[src/rtl/button_conditioner_if.sv]
// button_conditioner_if
//   Groups the raw front-panel levels and the conditioned outputs of the
//   button conditioner.
//   slave  : conditioner side (raw levels in, pulses / selector out)
//   master : panel / consumer side (raw levels out, pulses / selector in)
//   PB1_raw, PB2_raw, PB3_raw : asynchronous button levels, high = pressed
//   A_raw[1:0]                : asynchronous selector switch levels
//   PB1, PB2, PB3             : single-cycle press pulses
//   A[1:0], A_chg             : debounced selector and its change pulse
interface button_conditioner_if;
    logic       PB1_raw;
    logic       PB2_raw;
    logic       PB3_raw;
    logic [1:0] A_raw;
    logic       PB1;
    logic       PB2;
    logic       PB3;
    logic [1:0] A;
    logic       A_chg;

    modport slave (
        input  PB1_raw, PB2_raw, PB3_raw, A_raw,
        output PB1, PB2, PB3, A, A_chg
    );

    modport master (
        output PB1_raw, PB2_raw, PB3_raw, A_raw,
        input  PB1, PB2, PB3, A, A_chg
    );
endinterface

[src/rtl/button_conditioner.sv]
// button_conditioner
//   Synchronizes and debounces three push buttons and a 2-bit selector,
//   turns button presses into single-cycle pulses arbitrated by priority
//   (PB3 > PB2 > PB1) with a lockout until every button is released, and
//   reports debounced selector changes with a one-cycle A_chg pulse.
//   clk   : system clock, rising edge
//   reset : synchronous, active-high
//   bus   : button_conditioner_if.slave (raw levels in, conditioned out)
//
//   Arbiter states:
//   state     | meaning
//   ----------+--------------------------------------------------------
//   ST_READY  | next debounced press is granted (highest priority wins)
//   ST_LOCKED | a press was granted; ignore presses until all released
module button_conditioner #(
    parameter int DB_CYCLES = 4
) (
    input  logic                  clk,
    input  logic                  reset,
    button_conditioner_if.slave   bus
);

    localparam logic [7:0] TC        = 8'(DB_CYCLES - 1);
    localparam logic [0:0] ST_READY  = 1'b0;
    localparam logic [0:0] ST_LOCKED = 1'b1;

    logic [2:0] pb_s1, pb_s2;
    logic [1:0] a_s1, a_s2;

    logic [2:0] pb_db;
    logic [7:0] pb_cnt [3];
    logic [2:0] pb_upd;
    logic [2:0] pb_rise;

    logic [1:0] a_db;
    logic [1:0] a_cand;
    logic [7:0] a_cnt;
    logic       a_chg_q;

    logic [0:0] state;
    logic [2:0] pb_out;
    logic [2:0] grant;

    assign bus.PB1   = pb_out[0];
    assign bus.PB2   = pb_out[1];
    assign bus.PB3   = pb_out[2];
    assign bus.A     = a_db;
    assign bus.A_chg = a_chg_q;

    always_ff @(posedge clk) begin
        if (reset) begin
            pb_s1 <= 3'b000;
            pb_s2 <= 3'b000;
            a_s1  <= 2'b00;
            a_s2  <= 2'b00;
        end else begin
            pb_s1 <= {bus.PB3_raw, bus.PB2_raw, bus.PB1_raw};
            pb_s2 <= pb_s1;
            a_s1  <= bus.A_raw;
            a_s2  <= a_s1;
        end
    end

    // A level flips once it has differed for DB_CYCLES consecutive edges;
    // the press request is the rising flip itself, seen on the same edge.
    always_comb begin
        pb_upd  = 3'b000;
        pb_rise = 3'b000;
        for (int i = 0; i < 3; i++) begin
            pb_upd[i]  = (pb_s2[i] != pb_db[i]) && (pb_cnt[i] == TC);
            pb_rise[i] = pb_upd[i] && pb_s2[i];
        end
    end

    always_ff @(posedge clk) begin
        if (reset) begin
            pb_db <= 3'b000;
            for (int i = 0; i < 3; i++) begin
                pb_cnt[i] <= 8'd0;
            end
        end else begin
            for (int i = 0; i < 3; i++) begin
                if (pb_s2[i] == pb_db[i] || pb_upd[i]) begin
                    pb_cnt[i] <= 8'd0;
                end else begin
                    pb_cnt[i] <= pb_cnt[i] + 8'd1;
                end
                if (pb_upd[i]) begin
                    pb_db[i] <= pb_s2[i];
                end
            end
        end
    end

    always_comb begin
        grant = 3'b000;
        if (pb_rise[2]) begin
            grant = 3'b100;
        end else if (pb_rise[1]) begin
            grant = 3'b010;
        end else if (pb_rise[0]) begin
            grant = 3'b001;
        end
    end

    // Lock release looks at the registered levels, so the edge that frees
    // the arbiter never grants a press itself.
    always_ff @(posedge clk) begin
        if (reset) begin
            state  <= ST_READY;
            pb_out <= 3'b000;
        end else begin
            pb_out <= 3'b000;
            case (state)
                ST_READY: begin
                    if (|pb_rise) begin
                        pb_out <= grant;
                        state  <= ST_LOCKED;
                    end
                end
                ST_LOCKED: begin
                    if (pb_db == 3'b000) begin
                        state <= ST_READY;
                    end
                end
                default: state <= ST_READY;
            endcase
        end
    end

    // The selector counts toward a candidate value; a different value
    // arriving mid-count becomes the new candidate with a fresh count.
    always_ff @(posedge clk) begin
        if (reset) begin
            a_db    <= 2'b00;
            a_cand  <= 2'b00;
            a_cnt   <= 8'd0;
            a_chg_q <= 1'b0;
        end else begin
            a_chg_q <= 1'b0;
            if (a_s2 == a_db) begin
                a_cnt <= 8'd0;
            end else if (a_cnt != 8'd0 && a_s2 == a_cand) begin
                if (a_cnt == TC) begin
                    a_db    <= a_s2;
                    a_cnt   <= 8'd0;
                    a_chg_q <= 1'b1;
                end else begin
                    a_cnt <= a_cnt + 8'd1;
                end
            end else begin
                a_cand <= a_s2;
                a_cnt  <= 8'd1;
            end
        end
    end

endmodule

[src/flat_wrapper.sv]
// flat-port wrapper written by rule: the top's interface ports become plain ports
module button_conditioner_flat 
#(
    parameter int DB_CYCLES = 4
)
  (clk, reset, bus_PB1_raw, bus_PB2_raw, bus_PB3_raw, bus_A_raw, bus_PB1, bus_PB2, bus_PB3, bus_A, bus_A_chg);
  button_conditioner_if bus_i ();
  input  logic clk;
  input  logic reset;
  input wire logic [$bits(bus_i.PB1_raw)-1:0] bus_PB1_raw;
  input wire logic [$bits(bus_i.PB2_raw)-1:0] bus_PB2_raw;
  input wire logic [$bits(bus_i.PB3_raw)-1:0] bus_PB3_raw;
  input wire logic [$bits(bus_i.A_raw)-1:0] bus_A_raw;
  output wire logic [$bits(bus_i.PB1)-1:0] bus_PB1;
  output wire logic [$bits(bus_i.PB2)-1:0] bus_PB2;
  output wire logic [$bits(bus_i.PB3)-1:0] bus_PB3;
  output wire logic [$bits(bus_i.A)-1:0] bus_A;
  output wire logic [$bits(bus_i.A_chg)-1:0] bus_A_chg;
  assign bus_i.PB1_raw = bus_PB1_raw;
  assign bus_i.PB2_raw = bus_PB2_raw;
  assign bus_i.PB3_raw = bus_PB3_raw;
  assign bus_i.A_raw = bus_A_raw;
  assign bus_PB1 = bus_i.PB1;
  assign bus_PB2 = bus_i.PB2;
  assign bus_PB3 = bus_i.PB3;
  assign bus_A = bus_i.A;
  assign bus_A_chg = bus_i.A_chg;
  button_conditioner #(.DB_CYCLES(DB_CYCLES)) u_core (.clk(clk), .reset(reset), .bus(bus_i));
endmodule
[config.mk]
export PLATFORM = sky130hd
export DESIGN_NAME = button_conditioner_flat
export DESIGN_NICKNAME = d
export VERILOG_FILES = /design/src/rtl/button_conditioner_if.sv /design/src/rtl/button_conditioner.sv /design/src/flat_wrapper.sv
export SDC_FILE = /design/constraint.sdc
export NUM_CORES = 1
export LEC_CHECK = 0
export CAP_MARGIN = 20
export CORE_MARGIN = 2
export CORE_UTILIZATION = 35
export DETAILED_ROUTE_END_ITERATION = 10
export PLACE_DENSITY = 0.47
export SLEW_MARGIN = 20
export SYNTH_ARGS = -nofsm -noshare
export SYNTH_HDL_FRONTEND = slang
export SYNTH_SLANG_ARGS = --single-unit
[constraint.sdc]
create_clock -name clk -period 2.65 [get_ports clk]
set_clock_uncertainty 0.15 [all_clocks]
set_input_delay 0.265 -clock clk [delete_from_list [all_inputs] [get_ports clk]]
set_output_delay 0.265 -clock clk [all_outputs]
set_load 0.02 [all_outputs]
==> results of run 1 <==
## stage by stage
stage | setup WS [ns] | instances | hold slack [ns]
2_1_floorplan | 0.345 | 245 | 0.243
3_3_place_gp | 0.421 | 334 | 0.270
3_5_place_dp | 0.379 | 334 | 0.278
4_1_cts | 0.370 | 341 | 0.300
5_1_grt | 0.224 | 341 | 0.308
6_report | 0.413 | 341 | 0.295
## worst max-delay path: cells and delay by family, from the launching register on
kind	cells	cell delay (ns)
AND/OR/NAND/NOR	4	1.25
flip-flops	1	0.39
adder cells (fa/ha/maj)	1	0.21
## power by group
part	internal, W	total (W)	switching (W)
registers	0.000893	0.000914	0.0000213
clock network	0.000182	0.000435	0.000253
logic	0.0000358	0.0000704	0.0000346
## layer usage
metal,GRT usage,share of wire,vias up
li1,-,-,814
met1,0.156,0.53,691
met2,0.176,0.43,19
met3,0.0314,0.031,4
met4,0.0426,0.012,0
met5,0,0,-
## flip-flops by register name, indices dropped and copies added, names as in the netlist
signal / count
u_core.a_s2: 2
u_core.a_s1: 2
u_core.pb_out: 3
u_core.a_cand: 2
u_core.a_cnt: 8
u_core.pb_s2: 3
u_core.bus.A_chg: 1
u_core.state: 1
u_core.bus.A: 2
u_core.pb_s1: 3
u_core.pb_cnt: 24
u_core.pb_db: 3
## kinds of logic after synthesis
family	after synthesis	synth area share
flops	54	0.550
simple gates	111	0.256
buf+inv	10	0.0156
other cells	1	0.00156
fa+ha+maj	5	0.0261
xor+xnor	31	0.113
mux	6	0.0250
compound gates	4	0.0120
## worst min path at each step
stage | slack (ns) | cells after the start | startpoint | to
finish | 0.29 | 1 | u_core.a_s1[0]$_SDFF_PP0_ | u_core.a_s2[0]$_SDFF_PP0_
global route | 0.31 | 1 | u_core.pb_s1[1]$_SDFF_PP0_ | u_core.pb_s2[1]$_SDFF_PP0_
CTS | 0.30 | 1 | u_core.a_s1[0]$_SDFF_PP0_ | u_core.a_s2[0]$_SDFF_PP0_
detailed placement | 0.28 | 1 | u_core.a_s1[0]$_SDFF_PP0_ | u_core.a_s2[0]$_SDFF_PP0_
global placement | 0.27 | 1 | u_core.a_s1[0]$_SDFF_PP0_ | u_core.a_s2[0]$_SDFF_PP0_
floorplan | 0.24 | 1 | bus_A_raw[0] | u_core.a_s1[0]$_SDFF_PP0_
## area by class of cell
type	instances	area, um^2
Clock buffer	6	72.6
Clock inverter	1	7.51
Fill cell	667	3940
Inverter	5	18.8
Multi-Input combinational cell	181	1130
Sequential cell	54	1320
Tap cell	80	100
Timing Repair Buffer	14	135
## cell usage in the layout, fill, tap and decap left out, types with 4 or more instances in the layout
master,Yosys,final
ha_1,5,5
nor2_1,37,37
dfxtp_1,30,30
mux2i_1,6,6
nor2b_1,11,11
or2b_1,4,4
conb_1,1,24
clkbuf_8,0,5
and3_1,9,9
nand2_1,6,6
edfxtp_1,24,24
clkdlybuf4s50_1,0,12
inv_1,5,5
xor2_1,17,17
xnor2_1,14,14
nand3_1,17,17
==> metrics.txt, run 1 <==
crit-path cells ha_1, or4b_2, nor4_1, or3_1, nor2_1; crit path launch u_core.pb_cnt[0][0]$_SDFFCE_PN0P_; Starting Density 0.357; CTS resizes 0; Tcrit/Tclk final 0.844; die width around 87 um; final instance area between 2000 and 3000 um^2; Core Region 6720 um^2; fin. max-slew vios 0; global route overflow 0; Startpoint Class register; RSZ-0062 raised after global routing no; WL per Instance 11.1 um; total number of vias 1528; antenna diode count 0; Yosys top cell area share 0.300; Gate Count Post-Synth about 220; initial antenna violation count 0; critical path type reg -> reg; Via density between 4 and 5; Total Routing Usage GR 0.115; synth cell count leaders nor2_1, dfxtp_1, edfxtp_1, nand3_1, xor2_1; fin util 0.414; nets 273; PwrDens 510 nW/um^2; first-pass GRT wire length a little under 7000 um; FFs w/ async S/R, synth 0; CP peak stage delay 0.59 ns; Routed Antenna Nets 0; Port Buffers 12; Post-DP Area between 2000 and 3000 um^2; # hold bufs at CTS 0; final hold viol count 0; register bit total from synthesis 54; number of synthesized flops with an enable pin 24; vias in the first global route between 1000 and 1500; Worst VDD drop ~0.00018 V; fmax about 450 MHz; worst path required time roughly 2.6 ns; Yosys warnings 0; clk slew on worst S/H paths about 0.090 ns; worst skew pair latency ~0.3 ns; reg2reg end u_core.pb_cnt[0][6]$_SDFFCE_PN0P_; Pre-antenna DRT Iters 4; Root Buffer clkbuf_8; I/O Pins 13; CTS buffer count 5; mapped cell area approximately 2400 um^2; synthesized area per cell around 11 um^2; Setup Fix Bufs, Post-CTS 0; Pleak ~1.0 nW; final wirelength roughly 3800 um; area leader, netlist edfxtp_1; Total Neg Setup Slack 0 ns; Critical Path Sink u_core.pb_cnt[0][6]$_SDFFCE_PN0P_; Max FO, Critical Path 8; crit end category register; routability cong. about 0.70; share of cells above drive strength 1 0.0575; Setup Viol. Count Final 0; DRC Markers 0; Crit-path slowest cell or4b_2; R2R Path Start u_core.pb_cnt[0][0]$_SDFFCE_PN0P_; CTS sink count between 50 and 60; initial DRC count 19; Max Buffers Root-to-Sink 2; Hold Crit Class reg -> reg; top-count cell post-synth nor2_1; die area 7540 um^2; status completed; ranking of synthesized cells by area edfxtp_1, dfxtp_1, xor2_1; DPL Wire Length approximately 2700 um; library cells used by synthesis 34; Die H 86.8 um; H-tree levels 2; area grow syn2layout 15.9%; min Tclk post-route between 2 and 2.5 ns; Max-Cap Viols 0; site row count 30; R2R Setup Slk 0.41 ns; crit path DAT around 2.1 ns; ys flop type dfxtp_1; CTS tree done; post-synthesis sequential area ratio 0.550; reg2reg path depth 5; overall power about 0.0014 W; largest net degree at the start of global routing 27
Note: power is estimated with default switching activity, not from simulation.
==> inputs of run 2 (changes only) <==
- clock period: 2.65 -> 2.2 ns (I/O delays scaled with it)
==> metrics.txt, run 2 (synthesis results as in run 1) <==
status completed; Pre-antenna DRT Iters 4 (unchanged); worst path required time 2.25 ns (-0.30 ns); Routed Antenna Nets 0 (unchanged); share of power burned in registers 0.623 (-0.021); worst skew pair latency 0.31 ns (about the same); biggest regs u_core.pb_cnt: 24 flops, u_core.a_cnt: 8 flops; clock share of power 0.322 (+0.016); Root Buffer clkbuf_8; min Tclk post-route 2.14 ns (-0.0930 ns); vias in the first global route 1526 (+3.0%); WL per Instance 11.2 um (+0.36%); Die H 86.8 um (unchanged); die area 7540 um^2 (unchanged); crit path launch u_core.a_cnt[5]$_SDFF_PP0_; Max Buffers Root-to-Sink 2 (unchanged); final hold viol count 0 (unchanged); fin. max-slew vios 0 (unchanged); Core Region 6720 um^2 (unchanged); Worst VDD drop 0.000259 V (+47%); antenna diode count 0 (unchanged); initial DRC count 45 (+26); DRC Markers 0 (unchanged); clk slew on worst S/H paths 0.09 ns (about the same); max FFs per register 24 (unchanged); Total Routing Usage GR 0.115 (-0.000576); H-tree levels 2 (unchanged); share of cells above drive strength 1 0.115 (+0.0573); Port Buffers 12 (unchanged); Startpoint Class register; Pleak 1.09 nW (+5.5%); total number of vias 1572 (+2.9%); I/O Pins 13 (unchanged); fin util 0.431 (+0.0166); most frequent cells in the layout nor2_1, dfxtp_1, edfxtp_1, conb_1; overall power 0.00177 W (+24%); largest net degree at the start of global routing 18 (-33%); die width 86.8 um (unchanged); Starting Density 0.357 (unchanged); combinational share of power 0.054 (+0.004); switching share of power 0.218 (+0.000294); CTS tree done; nets 281 (+2.9%); first-pass GRT wire length 6690 um (-1.4%); initial antenna violation count 0 (unchanged); global route overflow 0 (unchanged); WHS 0.290 ns (-0.00507 ns); Via density 4.49 (+0.23%); commonest non-fill, non-tap cell in the layout nor2_1; most flop-heavy register u_core.pb_cnt; Int Pwr 0.00138 W (+24%); Hold Crit Class reg -> reg; Tcrit/Tclk final 0.975 (+0.130); PwrDens 610 nW/um^2 (+20%); CTS sink count 54 (unchanged); fmax 466 MHz (+4.3%); R2R Path Start u_core.a_cnt[5]$_SDFF_PP0_; critical path type reg -> reg; final wirelength 3900 um (+3.0%); Worst Hold Launch u_core.pb_s1[2]$_SDFF_PP0_; crit end category register; routability cong. 0.798 (+14%); crit path DAT 2.19 ns (+0.05 ns); Max-Cap Viols 0 (unchanged); Psw 0.000385 W (+25%); area grow syn2layout 20.6%; Setup Viol. Count Final 0 (unchanged); site row count 30 (unchanged); DPL Wire Length 2700 um (+0.66%); CTS buffer count 5 (unchanged); Max FO, Critical Path 3 (-5)
## run 2: timing repair
action	CTS	global route
hold endpoints to repair	0	0
hold buffers	0	0
setup endpoints to repair	0	12
gates resized for setup	0	8
setup buffers	0	1
## run 2: metrics by stage
| stage | cell area (um^2) | setup WS, ns | std cells | TNS [ns] |
|---|---|---|---|---|
| final | 2900 | 0.0556 | 350 | 0 |
| after global routing | 2900 | -0.0540 | 350 | -0.0789 |
| after CTS | 2850 | 0.0314 | 349 | 0 |
| after detailed placement | 2760 | 0.0471 | 341 | 0 |
| after global placement | 2760 | 0.0799 | 341 | 0 |
| after floorplan | 2490 | 0.0735 | 245 | 0 |
## run 2: power groups by stage
stage               clock network, W  registers (W)   logic, W
floorplan                          0        0.00112  0.0000627
global placement                   0        0.00112  0.0000953
detailed placement                 0        0.00112  0.0000939
CTS                         0.000611        0.00110  0.0000945
global route                0.000640        0.00111   0.000109
finish                      0.000569        0.00110  0.0000957
## run 2: worst paths after layout
| kind | end | slack (ns) | cells past startpoint |
|---|---|---|---|
| worst max-delay path | u_core.bus.A[1]$_SDFFE_PP0P_ | 0.06 | 4 |
| worst min-delay path | u_core.pb_s2[2]$_SDFF_PP0_ | 0.29 | 1 |
| worst max register to register | u_core.bus.A[1]$_SDFFE_PP0P_ | 0.06 | 4 |
| worst min register to register | u_core.pb_s2[2]$_SDFF_PP0_ | 0.29 | 1 |
## run 2: final cells by class
cell class	instances	area, um^2
Fill cell	661	3820
Sequential cell	54	1320
Multi-Input combinational cell	181	1170
Timing Repair Buffer	22	195
Tap cell	80	100
Clock buffer	7	86.3
Inverter	5	18.8
Clock inverter	1	5.00
## run 2: layer usage
layer / track usage / wire length (um) / vias up
li1: - / - / 833
met1: 0.149 / 2030 / 710
met2: 0.173 / 1650 / 21
met3: 0.0352 / 134 / 8
met4: 0.0554 / 94 / 0
met5: 0 / 0 / -
## run 2: worst max-delay path, stage by stage, from the launching register on
cell and delay, ns:
dfxtp_2 0.33, or4_4 0.54, or4b_4 0.50, or3_4 0.40
mux2i_1 0.13
==> inputs of run 3 (changes only) <==
- SKIP_LAST_GASP: unset -> 1
==> results of run 3 <==
Same layout as run 2: the final DEF is identical, and so are final timing and power.
